`config.mk`:
```
export PLATFORM = sky130hd
export DESIGN_NAME = qk_seq_controller
export DESIGN_NICKNAME = d
export VERILOG_FILES = /design/src/rtl/qk_seq_controller.sv
export SDC_FILE = /design/constraint.sdc
export NUM_CORES = 1
export LEC_CHECK = 0
export ABC_AREA = 1
export CORE_ASPECT_RATIO = 0.6
export CORE_MARGIN = 3
export CORE_UTILIZATION = 56
export DETAILED_ROUTE_END_ITERATION = 8
export PLACE_DENSITY = 0.89
export SLEW_MARGIN = 30
export SYNTH_ARGS = -nofsm -noshare
export SYNTH_HDL_FRONTEND = slang
export SYNTH_SLANG_ARGS = --single-unit
```
`constraint.sdc`:
```
create_clock -name clk -period 2.84 [get_ports clk]
set_input_delay 0.568 -clock clk [delete_from_list [all_inputs] [get_ports clk]]
set_output_delay 0.568 -clock clk [all_outputs]
set_load 0.03 [all_outputs]
```
`src/rtl/qk_seq_controller.sv`:
```
// Q/K attention tile sequencer: walks Q/K SRAM writes, MAC load/execute, PMEM
// accumulation, optional row normalization and final readout, one strobe set per cycle.
module qk_seq_controller #(
  parameter int ADDR_W   = 4,
  parameter int Q_DEPTH  = 16,
  parameter int K_DEPTH  = 8,
  parameter int P_DEPTH  = 8,
  parameter int HOLD_CYC = 4,
  parameter int TIMEOUT  = 255
) (
  input  logic              clk,
  input  logic              reset,
  input  logic              start,
  input  logic [1:0]        mode,
  input  logic [3:0]        num_tiles,
  input  logic              ld_done,
  input  logic              exec_done,
  input  logic              out_wr,
  input  logic              abort,
  output logic [ADDR_W-1:0] qk_add,
  output logic [ADDR_W-1:0] p_add,
  output logic              q_wr,
  output logic              k_wr,
  output logic              q_rd,
  output logic              k_rd,
  output logic              load,
  output logic              execute,
  output logic              ofifo_rd,
  output logic              p_wr,
  output logic              p_rd,
  output logic              sfp_acc,
  output logic              sfp_div,
  output logic              busy,
  output logic              done,
  output logic              op_valid,
  output logic              error
);

  localparam int WAIT_W = $clog2(TIMEOUT + 1);
  localparam int HOLD_W = (HOLD_CYC > 1) ? $clog2(HOLD_CYC + 1) : 1;

  typedef enum logic [3:0] {
    IDLE, Q_WR, K_WR, K_LD, LD_HOLD, EXEC, OF_HOLD, P_WR, NORM, OUT, ERR
  } state_t;

  typedef struct packed {
    logic q_wr, k_wr, q_rd, k_rd, load, execute, ofifo_rd, p_wr, p_rd, sfp_acc, sfp_div;
    logic busy, op_valid, error;
  } ctl_t;

  state_t            state, nstate;
  logic [ADDR_W-1:0] idx, nidx;
  logic [1:0]        ph, nph;
  logic [HOLD_W-1:0] hcnt, nhcnt;
  logic [WAIT_W-1:0] wcnt, nwcnt;
  logic [3:0]        tile, ntile, nt_r, nnt, nt_eff;
  logic [1:0]        mode_r, nmode;
  logic              wait_hit, tile_last;

  ctl_t              ctl_q, ctl_d;
  logic [ADDR_W-1:0] qk_q, qk_d, p_q, p_d;

  assign wait_hit  = (wcnt == WAIT_W'(TIMEOUT - 1));
  assign nt_eff    = (nt_r == 4'd0) ? 4'd1 : nt_r;
  assign tile_last = (tile == nt_eff - 4'd1);

  always_ff @(posedge clk or negedge reset) begin
    if (!reset) begin
      state  <= IDLE;
      idx    <= '0;
      ph     <= '0;
      hcnt   <= '0;
      wcnt   <= '0;
      tile   <= '0;
      nt_r   <= '0;
      mode_r <= '0;
    end else begin
      state  <= nstate;
      idx    <= nidx;
      ph     <= nph;
      hcnt   <= nhcnt;
      wcnt   <= nwcnt;
      tile   <= ntile;
      nt_r   <= nnt;
      mode_r <= nmode;
    end
  end

  always_comb begin
    nstate = state;
    nidx   = idx;
    nph    = ph;
    nhcnt  = hcnt;
    nwcnt  = wcnt;
    ntile  = tile;
    nnt    = nt_r;
    nmode  = mode_r;
    unique case (state)
      IDLE: if (start) begin
        nstate = Q_WR;
        nmode  = mode;
        nnt    = num_tiles;
        ntile  = '0;
        nidx   = '0;
      end
      Q_WR: if (idx == ADDR_W'(Q_DEPTH - 1)) begin
        nstate = K_WR;
        nidx   = '0;
      end else nidx = idx + 1'b1;
      K_WR: if (idx == ADDR_W'(K_DEPTH - 1)) begin
        nstate = K_LD;
        nidx   = '0;
        nwcnt  = '0;
      end else nidx = idx + 1'b1;
      K_LD: if (ld_done) begin
        nstate = LD_HOLD;
        nhcnt  = '0;
      end else if (wait_hit) nstate = ERR;
      else begin
        nwcnt = wcnt + 1'b1;
        if (idx != ADDR_W'(K_DEPTH - 1)) nidx = idx + 1'b1;
      end
      LD_HOLD: if (hcnt == HOLD_W'(HOLD_CYC - 1)) begin
        nstate = EXEC;
        nidx   = '0;
        nwcnt  = '0;
      end else nhcnt = hcnt + 1'b1;
      EXEC: if (exec_done) begin
        nstate = OF_HOLD;
        nwcnt  = '0;
      end else if (wait_hit) nstate = ERR;
      else begin
        nwcnt = wcnt + 1'b1;
        nidx  = (idx == ADDR_W'(Q_DEPTH - 1)) ? '0 : idx + 1'b1;
      end
      OF_HOLD: if (out_wr) begin
        nstate = P_WR;
        nidx   = '0;
      end else if (wait_hit) nstate = ERR;
      else nwcnt = wcnt + 1'b1;
      P_WR: if (idx == ADDR_W'(P_DEPTH - 1)) begin
        nidx = '0;
        nph  = '0;
        if (!tile_last) begin
          ntile  = tile + 4'd1;
          nstate = mode_r[1] ? K_WR : Q_WR;
        end else nstate = mode_r[0] ? NORM : OUT;
      end else nidx = idx + 1'b1;
      // Four sub-phases per PMEM row; the row index advances after the write-back phase.
      NORM: begin
        nph = ph + 2'd1;
        if (ph == 2'd3) begin
          if (idx == ADDR_W'(P_DEPTH - 1)) begin
            nstate = OUT;
            nidx   = '0;
          end else nidx = idx + 1'b1;
        end
      end
      OUT: if (idx == ADDR_W'(P_DEPTH - 1)) begin
        nstate = IDLE;
        nidx   = '0;
      end else nidx = idx + 1'b1;
      ERR: ;
      default: nstate = IDLE;
    endcase
    if (abort) begin
      nstate = IDLE;
      nidx   = '0;
      nph    = '0;
      nhcnt  = '0;
      nwcnt  = '0;
      ntile  = '0;
      nnt    = '0;
      nmode  = '0;
    end
  end

  // Outputs are decoded from the next state and registered, so they line up with state.
  always_comb begin
    ctl_d = '0;
    qk_d  = '0;
    p_d   = '0;
    unique case (nstate)
      Q_WR:    begin ctl_d.q_wr = 1'b1; qk_d = nidx; end
      K_WR:    begin ctl_d.k_wr = 1'b1; qk_d = nidx; end
      K_LD:    begin ctl_d.k_rd = 1'b1; ctl_d.load = 1'b1; qk_d = nidx; end
      EXEC:    begin ctl_d.execute = 1'b1; ctl_d.q_rd = 1'b1; qk_d = nidx; end
      P_WR:    begin ctl_d.ofifo_rd = 1'b1; ctl_d.p_wr = 1'b1; p_d = nidx; end
      NORM: begin
        p_d = nidx;
        unique case (nph)
          2'd0: ctl_d.p_rd    = 1'b1;
          2'd1: ctl_d.sfp_acc = 1'b1;
          2'd2: ctl_d.sfp_div = 1'b1;
          2'd3: ctl_d.p_wr    = 1'b1;
        endcase
      end
      OUT:     begin ctl_d.p_rd = 1'b1; ctl_d.op_valid = 1'b1; p_d = nidx; end
      ERR:     ctl_d.error = 1'b1;
      default: ;
    endcase
    ctl_d.busy = (nstate != IDLE) && (nstate != ERR);
  end

  always_ff @(posedge clk or negedge reset) begin
    if (!reset) begin
      ctl_q <= '0;
      qk_q  <= '0;
      p_q   <= '0;
    end else begin
      ctl_q <= ctl_d;
      qk_q  <= qk_d;
      p_q   <= p_d;
    end
  end

  assign qk_add   = qk_q;
  assign p_add    = p_q;
  assign q_wr     = ctl_q.q_wr;
  assign k_wr     = ctl_q.k_wr;
  assign q_rd     = ctl_q.q_rd;
  assign k_rd     = ctl_q.k_rd;
  assign load     = ctl_q.load;
  assign execute  = ctl_q.execute;
  assign ofifo_rd = ctl_q.ofifo_rd;
  assign p_wr     = ctl_q.p_wr;
  assign p_rd     = ctl_q.p_rd;
  assign sfp_acc  = ctl_q.sfp_acc;
  assign sfp_div  = ctl_q.sfp_div;
  assign busy     = ctl_q.busy;
  assign op_valid = ctl_q.op_valid;
  assign error    = ctl_q.error;
  assign done     = (state == IDLE);

endmodule
```
==> run summary, run 1 <==
The run finished with clean final reports. The worst setup path is launched from a register. For this run, the slowest stage of the critical path takes 360 ps. The count of inserted antenna diode cells came out at 0. The starting density of the core is 0.5930. Entering global routing, the biggest net connects 32 pins. The category of the critical setup timing path is register to register. The fraction of the cycle the final worst path needs came out at 0.9072. The ratio of total power to cell area came out at 383.2 nW/um^2.

The total setup buffers inserted after CTS is 0. The signal on the critical path passes through inv_1, ha_1, nand2_1, nor2_1, nand2_1, nand2_1, nand2_1, clkinv_1, nor2_1, nand2_1, nand2_2, inv_2, nand3_1, nand3_2, nand2_1, inv_1. The overall power is 1375 uW.

The timing-limited maximum frequency came out at 388.1 MHz. The setup slack after layout came out at 263.5 ps. The clock root buffer is clkbuf_8. Each instance of the synthesized netlist takes up on average 7.492 um^2.

Clock-pin slew was measured on the worst setup and hold paths at 100 ps. Of the total power, the share spent switching nets is 0.2872. The headroom to the max-slew limit is 0.6426.

The required time reported for the critical path endpoint is 3060 ps. The total setup violations reported at the end of the flow came out at 0. Setup repair after global routing left no endpoint under its margin. The synthesis-to-finish area growth is 16.82%. For the pin with the worst max-slew slack, the measured transition is 530.5 ps.

CTS saw 51 sinks. TritonCTS built the clock tree. In the routed design, unresolved DRC markers number 0.

The number of nets in the synthesized netlist is 432. The count of nets left with antenna violations after detail routing is 0. The I/O pin count is 36. The final critical path time including I/O delays and setup is ~2600 ps. The area used by multi-input combinational logic came out at about 1500 um^2. STA puts the critical path data arrival time at 2790 ps. The cell family contributing the most delay on the critical path is simple AND/OR/NAND/NOR gates.

The most numerous cell type found on the critical path is nand2_1. The sequential-to-total area share from yosys stat is 0.4155. The standby leakage power is 0.001786 uW. The register-to-register setup slack came out at 260 ps. The share of synthesized flip-flops with an asynchronous set or reset is 1.000. The count of cell types in the netlist is 39. Post-CTS repair changed the size of 0 cells. The analysis attributes to net switching a power of roughly 390 uW. The share of total power dissipated in combinational logic is 0.127. The clock passes through at most 2 buffers. The core region is around 5200 um^2.

The cell area after technology mapping came out at ~3100 um^2. The number of warnings reported in the yosys synthesis log is 0. The max-capacitance violation count is 0. The starting DRC count in detailed routing came out at 299. The routed length per instance is 14.31 um. The largest driver fanout on the critical path came out at 8. The worst setup path is captured at a register. The area used by sequential logic in the layout came out at roughly 1300 um^2.

The total of hold buffers inserted after clock tree synthesis came out at 0. The final count of pins violating max slew came out at 0. The synthesized flop and latch total is 51.

The number of buffers inserted during clock tree synthesis came out at 5. The horizontal extent of the die came out at 101.6 um. The internal power consumption is slightly below 1000 uW. The clock reaches the later pin of the worst-skew pair after 310 ps. In the synthesized netlist the dominant register cell turns out to be dfrtp_1.

The fill cell instance count of the final layout came out at 424. The share of total power in sequential cells came out at 0.542. The total wirelength of the detailed-routed design is approximately 7400 um.

The die covers 6439 um^2. The number of search-and-repair iterations in the first detailed-routing pass is 5. The H-tree generated during clock tree synthesis spans 2 levels.

The number of buffers and inverters on the critical path came out at 4. On the final layout, the worst clock skew is 7.739 ps. The via count of the first global-routing pass came out at 2718. Summed over all layers, the global routing overflow is 0. The final layout contains 472 nets. The via count came out at 2929. The first-pass GRT wire length is 12720 um. The congestion estimate from routability-driven global placement came to 1.007. The slowest stage of the critical path is the dfrtp_1 cell. The maximum vdd drop came out at 0.0002268 V. Dividing the detail-routed via count by the number of cells gives approximately 5.7.

The startpoint identified for the worst register-to-register timing path is wcnt[0]. The total of buffers placed on input and output ports came out at 35. The most critical setup path has its startpoint at wcnt[0]. The relative contribution of the clock network to total power is 0.330. The kind of path behind the tightest hold check is input port to asynchronous set/reset pin. The height of the die is between 60 and 70 um. At the placement stage, the worst setup path has a slack of 356.7 ps. The number of instances in the synthesized netlist is 410. The initial antenna violation count was 0. The number of enable-type register cells in the synthesized netlist came out at 0. The HPWL after detailed placement came out at 5736 um.

The share of final-layout standard cells stronger than drive strength 1 came out at 0.1220. The total routing usage reported by global routing is 0.2482. The final setup TNS is 0 ps. The final number of hold-violating endpoints came to 0. Row generation in the floorplan step produced 20 rows.
metal layers:
layer  wire length (um)  track usage  share of wire
met1               3482       0.3710           0.47
met2               3170       0.3624           0.43
met5                  0            0              0
met4                 74      0.05804          0.010
met3                671      0.05973          0.091
area by class of cell:
cell class	instances	area share
multi-input combinational	278	0.4111
tap	66	0.02301
clock buffer	5	0.01918
clock inverter	3	0.008020
inverter	75	0.07845
sequential	51	0.3556
timing repair buffer	39	0.1046
power groups by stage:
stage / registers [uW] / logic, uW / clock network (uW)
after detailed placement: 760 / 171 / 0
after CTS: 745 / 173 / 462
after global routing: 747 / 195 / 497
after global placement: 759 / 166 / 0
after floorplan: 764 / 99.1 / 0
final: 746 / 175 / 454
synth_stat cells, types with 2 or more instances:
master	n	area [um^2]
a21oi_1	15	75.07
a21oi_2	2	17.52
and2_1	4	25.02
buf_4	2	15.01
clkbuf_1	2	7.510
dfrtp_1	51	1276
ha_1	9	112.6
inv_1	59	221.5
inv_2	15	56.30
nand2_1	80	300.3
nand2_2	7	43.79
nand3_1	43	215.2
nand3_2	2	20.02
nand4_1	5	31.28
nor2_1	30	112.6
nor2_2	7	43.79
nor2_4	3	33.78
nor3_1	9	45.04
nor3_2	2	20.02
o21a_1	2	15.01
o21ai_0	23	115.1
o21ai_1	9	45.04
o22ai_1	10	62.56
xor2_1	4	35.03
path summary, 6_finish.rpt:
kind,endpoint,cells after the start
setup / recovery,p_add[3],16
hold / removal,hcnt[2],1
setup reg to reg,p_add[3],16
hold reg to reg,mode_r[0],2
max in group asynchronous,state[3],2
min in group clk,mode_r[0],2
worst reg2reg max path, cell delays in order (launching register included):
cell and delay, ps:
dfrtp_1 360, inv_1 90, ha_1 210, nand2_1 60, nor2_1 40, nand2_1 280, nand2_1 170, nand2_1 170
clkinv_1 120, nor2_1 210, nand2_1 120, nand2_2 140, inv_2 70, nand3_1 130, nand3_2 160, nand2_1 120
inv_1 40
cell usage in the layout (no fill, tap or decap), drive strengths merged, types with 4 or more instances in the layout:
cell and instances:
nor2 40, ha 9, inv 75, clkdlybuf4s50 34, o21ai 33, nor3 12, buf 5, nand2 88
clkbuf 5, and2 4, a21oi 17, xor2 4, dfrtp 51, o22ai 10, nand3 45, nand4 5
through the flow:
stage,hold slack [ps],std cells,util,instance area [um^2]
3_3_place_gp,470.7,509,0.6739,3491
6_report,192.9,517,0.6928,3588
5_1_grt,218.8,517,0.6928,3588
4_1_cts,213.0,517,0.6928,3588
3_5_place_dp,472.5,509,0.6739,3491
2_1_floorplan,272.4,410,-,3072
flip-flops by register name (all words and copies together), names as in the netlist, 3 cells and up:
register  flops
hcnt          3
idx           4
nt_r          4
p_add         4
qk_add        4
state         4
tile          4
wcnt          8
cells by family (layout without fill, tap and decap cells):
logic type	after synthesis	count (layout)	synth area share
buffers and inverters	81	122	0.1043
adder cells (fa/ha/maj)	9	9	0.03666
flip-flops	51	51	0.4155
multiplexers	1	1	0.003259
XOR/XNOR	4	4	0.01140
AO/OA/AOI/OAI	66	66	0.1214
AND/OR/NAND/NOR	198	198	0.3075
No activity file was read; power rests on OpenSTA's default activity.
==> inputs of run 2 (changes only) <==
--- a/config.mk
+++ b/config.mk
@@ -9,6 +9,7 @@
 export CORE_ASPECT_RATIO = 0.6
 export CORE_MARGIN = 3
 export CORE_UTILIZATION = 56
+export CTS_CLUSTER_SIZE = 30
 export DETAILED_ROUTE_END_ITERATION = 8
 export PLACE_DENSITY = 0.89
 export SLEW_MARGIN = 30
==> results of run 2 <==
The final DEF is identical to that of run 1; final timing and power are the same.
